**src/rtl/shared_inv_sbox_pipe.sv**
```systemverilog
// shared_inv_sbox_pipe
//   Two-share masked uBlock inverse S-box layer over a 32-bit word
//   (8 nibbles), decryption counterpart of the key-schedule shared S-box.
//   Each nibble is computed as Sinv = G o F in two quadratic stages, with a
//   register bank after F (stage 1) and after G (stage 2, the outputs).
//   Valid/ready flow control on both sides. Stage 1 may accept while it
//   hands over to stage 2. A pop with no refill zeroes the output shares
//   when CLEAR_ON_POP is set.
//
// Ports
//   clk, rst_n              clock (rising edge), async active-low reset
//   in_valid / in_ready     input handshake
//   in_share0 / in_share1   input shares, nibble i at [4i+3:4i]
//   out_valid / out_ready   output handshake
//   out_share0 / out_share1 result shares
//   busy                    either pipeline stage holds a word
module shared_inv_sbox_pipe #(
    parameter bit CLEAR_ON_POP = 1'b1
) (
    input  logic        clk,
    input  logic        rst_n,
    input  logic        in_valid,
    output logic        in_ready,
    input  logic [31:0] in_share0,
    input  logic [31:0] in_share1,
    output logic        out_valid,
    input  logic        out_ready,
    output logic [31:0] out_share0,
    output logic [31:0] out_share1,
    output logic        busy
);

    // Shared product term: own_i * (own_j ^ oth_j). It is kept as two
    // separate AND terms so that share 0 and share 1 of bit j are never
    // XORed together before a register.
    function automatic logic dmul(input logic own_i, input logic own_j,
                                  input logic oth_j);
        return (own_i & own_j) ^ (own_i & oth_j);
    endfunction

    // F: passes the nibble through, refreshed with the guard nibble, and
    // appends the product x0*x3. Sinv has only two cubic monomials,
    // x0x1x3 and x0x2x3, and both contain x0x3. Precomputing that product
    // keeps G quadratic.
    function automatic logic [4:0] f_share(input logic [3:0] own,
                                           input logic [3:0] oth,
                                           input logic [3:0] g);
        logic p;
        p = dmul(own[0], own[3], oth[3]) ^ g[0];
        return {p, own ^ g};
    endfunction

    // G: quadratic in (x3..x0, p). The constant terms go into share 0
    // only (cst=1).
    function automatic logic [3:0] g_share(input logic [4:0] own,
                                           input logic [4:0] oth,
                                           input logic [3:0] h,
                                           input logic       cst);
        logic [3:0] y;
        y[0] = dmul(own[0], own[1], oth[1]) ^ own[2] ^ own[3] ^ own[4]
             ^ dmul(own[4], own[1], oth[1]) ^ dmul(own[2], own[3], oth[3]);
        y[1] = own[0] ^ own[1] ^ own[3] ^ own[4];
        y[2] = cst ^ own[0] ^ dmul(own[0], own[1], oth[1]) ^ own[2];
        y[3] = cst ^ own[2] ^ own[3]
             ^ dmul(own[0], own[2], oth[2]) ^ dmul(own[1], own[2], oth[2])
             ^ dmul(own[2], own[3], oth[3]) ^ dmul(own[4], own[2], oth[2]);
        return y ^ h;
    endfunction

    logic            v1_q, v1_d;
    logic [7:0][4:0] s1_sh0_q, s1_sh0_d;
    logic [7:0][4:0] s1_sh1_q, s1_sh1_d;
    logic            out_valid_q, out_valid_d;
    logic [31:0]     out_sh0_q, out_sh0_d;
    logic [31:0]     out_sh1_q, out_sh1_d;

    logic [7:0][3:0] in0_n, in1_n;
    logic [7:0][4:0] f_sh0, f_sh1;
    logic [7:0][3:0] g_sh0, g_sh1;
    logic            adv2, accept, move2, pop;

    always_comb begin
        logic [2:0] ni;
        logic [2:0] gi;
        ni    = '0;
        gi    = '0;
        in0_n = in_share0;
        in1_n = in_share1;
        f_sh0 = '0;
        f_sh1 = '0;
        g_sh0 = '0;
        g_sh1 = '0;

        // The guard for nibble i is share-0 nibble (i+7) mod 8 of the same
        // stage input. The 3-bit index wraps nibble 0 onto nibble 7.
        for (int unsigned i = 0; i < 8; i++) begin
            ni = 3'(i);
            gi = 3'(i + 7);
            f_sh0[ni] = f_share(in0_n[ni], in1_n[ni], in0_n[gi]);
            f_sh1[ni] = f_share(in1_n[ni], in0_n[ni], in0_n[gi]);
            g_sh0[ni] = g_share(s1_sh0_q[ni], s1_sh1_q[ni], s1_sh0_q[gi][3:0], 1'b1);
            g_sh1[ni] = g_share(s1_sh1_q[ni], s1_sh0_q[ni], s1_sh0_q[gi][3:0], 1'b0);
        end

        adv2     = !out_valid_q || out_ready;
        in_ready = !v1_q || adv2;
        accept   = in_valid && in_ready;
        move2    = v1_q && adv2;
        pop      = out_valid_q && out_ready;

        v1_d        = v1_q;
        s1_sh0_d    = s1_sh0_q;
        s1_sh1_d    = s1_sh1_q;
        out_valid_d = out_valid_q;
        out_sh0_d   = out_sh0_q;
        out_sh1_d   = out_sh1_q;

        if (accept) begin
            v1_d     = 1'b1;
            s1_sh0_d = f_sh0;
            s1_sh1_d = f_sh1;
        end else if (move2) begin
            v1_d = 1'b0;
        end

        if (move2) begin
            out_valid_d = 1'b1;
            out_sh0_d   = g_sh0;
            out_sh1_d   = g_sh1;
        end else if (pop) begin
            out_valid_d = 1'b0;
            if (CLEAR_ON_POP) begin
                out_sh0_d = '0;
                out_sh1_d = '0;
            end
        end
    end

    always_ff @(posedge clk or negedge rst_n) begin
        if (!rst_n) begin
            v1_q        <= 1'b0;
            s1_sh0_q    <= '0;
            s1_sh1_q    <= '0;
            out_valid_q <= 1'b0;
            out_sh0_q   <= '0;
            out_sh1_q   <= '0;
        end else begin
            v1_q        <= v1_d;
            s1_sh0_q    <= s1_sh0_d;
            s1_sh1_q    <= s1_sh1_d;
            out_valid_q <= out_valid_d;
            out_sh0_q   <= out_sh0_d;
            out_sh1_q   <= out_sh1_d;
        end
    end

    assign out_valid  = out_valid_q;
    assign out_share0 = out_sh0_q;
    assign out_share1 = out_sh1_q;
    assign busy       = v1_q || out_valid_q;

endmodule

```
**config.mk**
```make
export PLATFORM = sky130hd
export DESIGN_NAME = shared_inv_sbox_pipe
export DESIGN_NICKNAME = d
export VERILOG_FILES = /design/src/rtl/shared_inv_sbox_pipe.sv
export SDC_FILE = /design/constraint.sdc
export NUM_CORES = 1
export LEC_CHECK = 0
export ABC_AREA = 0
export BUFFER_PORTS_ARGS = -buffer_cell sky130_fd_sc_hd__buf_2
export CAP_MARGIN = 20
export CORE_ASPECT_RATIO = 1.75
export CORE_MARGIN = 2
export CORE_UTILIZATION = 35
export CTS_CLUSTER_DIAMETER = 40
export DETAILED_ROUTE_END_ITERATION = 10
export GPL_TIMING_DRIVEN = 0
export PLACE_DENSITY = 0.53
export SYNTH_ARGS = -nofsm -noshare
export SYNTH_HDL_FRONTEND = slang
export SYNTH_SLANG_ARGS = --single-unit
export TNS_END_PERCENT = 20
```
**constraint.sdc**
```tcl
create_clock -name clk -period 3 [get_ports clk]
set_input_delay 0.15 -clock clk [delete_from_list [all_inputs] [get_ports clk]]
set_output_delay 0.15 -clock clk [all_outputs]
set_load 0.05 [all_outputs]
```
== Word level (Yosys, flattened, before mapping) ==
Index checks and enable logic that the tools add are counted.
Word-level totals
  memories: 0
  register bits after elaboration: 146
  bits in latches: 0
  memory bits (read-only): 0
  bits in writable memories: 0
  word-level logic and storage cells: 677
  output and inout port bits: 67
Operators by class
  equal/unequal tests: 0
  muxes and demuxes: 7
  reductions and logical operators: 10
  shift-type cells: 0
  multipliers: 0
  bitwise gates (word level): 640
  add/subtract/negate cells: 0
  order comparisons: 0
  divide/modulo/power cells: 0
Operators with widths (number)
  XOR 1 bit: 368
  AND 1 bit: 224
  XOR 4 bit: 32
  2-to-1 mux 32 bit: 3
  inverter 1 bit: 16
  2-to-1 mux 1 bit: 4
  nonzero test 2 bit: 2
  logical AND 1 bit: 3
  logical OR 1 bit: 3
  zero test 1 bit: 2

== Logic depth before layout (Yosys ltp) ==
  depth after elaboration: 9
  depth in mapped cells: 6

== Worst setup path after synthesis ==
OpenSTA, ideal clock, no wires.
  path kind: register to register
  start: register out_valid_q, in the netlist out_valid
  end: register s1_sh0_q[10] (netlist name)
  arrival: 2.099 ns
  data required time: 2.923 ns
  stages on the path, launching flop included: 7
  library setup time: 0.077 ns
  path slack: 0.824 ns
  clock period less this slack: 2.176 ns
  cell sequence: dfrtp_1 nand3b_1 nand2_1 buf_2 buf_2 nor2_1 a21oi_1
Between the ends
  longest elaborated chain between the ends: 4
Ends and longest elaborated chain
  from (decl): line 73  | logic out_valid_q, out_valid_d;
  from (signal assigned): line 151  | out_valid_q <= out_valid_d;
  zero test 1 bit: line 105  | adv2 = !out_valid_q || out_ready;
  logical OR 1 bit: line 105
  logical OR 1 bit: line 106  | in_ready = !v1_q || adv2;
  via in_ready: line 23  | output logic in_ready,
  logical AND 1 bit: line 107  | accept = in_valid && in_ready;
  to (signal assigned): line 149  | s1_sh0_q <= s1_sh0_d;
  to (decl): line 71  | logic [7:0][4:0] s1_sh0_q, s1_sh0_d;
The timed path passes the listed nets, and every way through them passes these cells.
A chain may end at the register's enable or synchronous reset.

== Final worst setup path ==
  start: input port out_ready
  end: register out_sh1_q[1], in the netlist out_share1[1]
Between the ends
  longest elaborated chain between the ends: 3
  elaborated cells between the ends (all ways): 5
  classes of those cells: mux: 1; reduce/logical: 4
Ends and longest elaborated chain
  from (decl): line 27  | input logic out_ready,
  logical OR 1 bit: line 105
  logical AND 1 bit: line 108  | move2 = v1_q && adv2;
  2-to-1 mux 32 bit or nonzero test 2 bit (tied branches)
  to (signal assigned): line 153  | out_sh1_q <= out_sh1_d;
  to (decl): line 75  | logic [31:0] out_sh1_q, out_sh1_d;
Parallel ways exist; a longest one is shown, timed or not.

==> impl_metrics.yaml <==
floorplanning:
  core_area_mm2: 0.0286
  die_w_um: 133
  io_pins: 135
  start_util_pct: 35.5
  die-area_mm2: 0.0305
  num_rows: 82
  dieHeight_um: 229
global_route:
  antenna_found_initial: 0
  grt_util_all_layers_pct: 19.5
  grt_pass1_vias: 7968
  overflow: 0
  grt_max_degree: 79
  grt_pass1_wl_um: 44800
layout:
  final_common_cell: "xnor2_1"
  fin_cells: 1671
  mostFrequentLayoutCells: "xnor2_1, buf_2, nand2_1, dfrtp_1, o21ai_0"
  antennaDiodeCount: 0
  nFillCells: 2911
  drive_gt1_share_pct: 18.6
  nets: 1380
  area_growth_pct: 18.8
clock_tree:
  cts_tree: "done"
  clockBufferDepth: 2
  clock_tree.root_cell: "clkbuf_16"
  cts_inserted_buffers: 17
  cts_setup_buffers: 0
  cts-resized-gates: 0
  cts.sinks: 146
  clk_latency_ns: 0.45
  h-tree-depth: 4
  cts_hold_buf: 14
  clk_pin_slew_ns: 0.06
yosys:
  synth-seq-cells: 146
  yosysTopAreaCell: "dfrtp_1"
  synth.distinct_cells: 32
  syn-num-nets: 1219
  synth_area_mm2: 0.0102
  synth_area_per_cell_um2: 9.08
  ys_seq_area_share_pct: 36.0
  yosys-top-cells-area: "dfrtp_1, xnor2_1, xor2_1"
  syn_inst: 1119
  synth_top_area_share_pct: 36.0
  yosysWarnings: 0
timing:
  setup_viol: 0
  slew_headroom_pct: 47.4
  final-hold-violation-count: 0
  slew_violations: 0
  fmax_mhz: 501
  fin_crit_sh_pct: 66.5
  worstMarginPinSlew_ns: 0.787
  fin_skew_ns: 0.0100
  post-route-min-period_ns: 1.99
  tns_ns: 0
  setup_ws_ns: 1.01
  grt_setup_unrepaired: "false"
  whs_ns: 0.0227
drt:
  dr.first_iter.drc_count: 345
  via_per_inst: 4.69
  routed_wirelength_um: 28800
  ant_nets: 0
  vias: 7832
  wl_per_cell_um: 17.3
  dr.pass1.iters: 4
  drc: 0
setup_path:
  worstPathRequired_ns: 3.30
  crit_path_start: "out_ready"
  path_max_fanout: 10
  cp-end-kind: "flip-flop"
  cp-start-kind: "input port"
  r2r-start: "out_valid"
  crit_type: "input port to flip-flop"
  crit_arrival_ns: 2.30
worst_hold_path:
  worst_hold_startpoint: "in_share1[25]"
  worstHoldPathType: "input port to flip-flop"
flow_run:
  cap_violations: 0
placement:
  pre_cts_ws_ns: 0.970
  dp_cells: 1625
  place_congestion: 0.795
  dp_hpwl_um: 22000
  numPortBuffers: 126
outcome:
  status: "completed"
pwr:
  ir_worst_vdd_mv: 0.542
  power_density_mw_per_mm2: 929
  design_power_total_uw: 11200
  cellLeakagePower_uw: 0.00517
worst paths after layout:
check	end	slack, ns	depth (start not counted)
worst max-delay path	out_share1[1]	1.01	6
worst min-delay path	s1_sh1_q[31]	0.02	3
worst max register to register	out_share1[1]	1.02	4
worst min register to register	out_share1[31]	0.47	2
max in group asynchronous	out_share0[22]	1.82	3
min in group asynchronous	out_share1[6]	0.33	2
per-stage QoR:
stage          instance area (µm²)  util, %
3_5_place_dp                 11300     39.5
3_3_place_gp                 11300     39.3
2_1_floorplan                10200        -
4_1_cts                      12100     42.2
5_1_grt                      12100     42.2
6_report                     12100     42.2
routing by layer:
metal | track usage, % | vias up | share of wire, %
met2 | 36.9 | 146 | 55
met4 | 7.09 | 0 | 2.7
met3 | 3.28 | 36 | 3.1
li1 | - | 3915 | -
met1 | 21.5 | 3735 | 39
met5 | 0 | - | 0
registers in the layout, summed over array words and instances, names as in the netlist:
signal      cells
out_share1     32
s1_sh0_q       40
v1_q            1
out_valid       1
out_share0     32
s1_sh1_q       40
synthesized netlist by cell type, drive strengths merged:
library cell and n:
and2b 1, nand2 175, mux2i 9, o21a 1, mux2 12, xor2 77, ha 32, or2 1
nand3 1, buf 66, nand2b 25, nor3b 6, a22oi 9, a21oi 28, a2bb2oi 5, dfrtp 146
nor2b 8, a31oi 2, a32oi 2, clkbuf 23, inv 14, nor2 34, o211ai 4, o21ai 144
nand3b 9, xnor2 285
worst max-delay path, cell delays in order:
cell,delay [ns]
dlygate4sd3_1,0.55
buf_2,0.14
nand2b_1,0.15
nand2_1,0.59
clkbuf_1,0.55
o21ai_1,0.16
cells by family (layout without fill, tap and decap cells):
| family | count (synthesis) | after routing | synth area share (%) |
|---|---|---|---|
| adder cells (fa/ha/maj) | 32 | 32 | 3.94 |
| flip-flops | 146 | 146 | 36.0 |
| buffers and inverters | 103 | 277 | 4.85 |
| XOR/XNOR | 362 | 362 | 31.2 |
| multiplexers | 21 | 21 | 2.40 |
| AO/OA/AOI/OAI | 195 | 195 | 10.6 |
| AND/OR/NAND/NOR | 260 | 260 | 11.0 |
final cells by class:
class	instances	area, µm²	area share (%)
Buffer	89	440	3.65
Clock inverter	8	125	1.04
Inverter	14	52.6	0.435
Clock buffer	24	492	4.07
Sequential cell	146	3650	30.3
Timing Repair Buffer	142	820	6.79
Multi-Input combinational cell	870	6020	49.8
Tap cell	378	473	3.92
power breakdown:
group          internal (µW)  switching [µW]  total [µW]
logic                   2310            3710        6020
registers               2540             396        2930
clock network           1400             857        2250
Note: power is estimated with default switching activity, not from simulation.
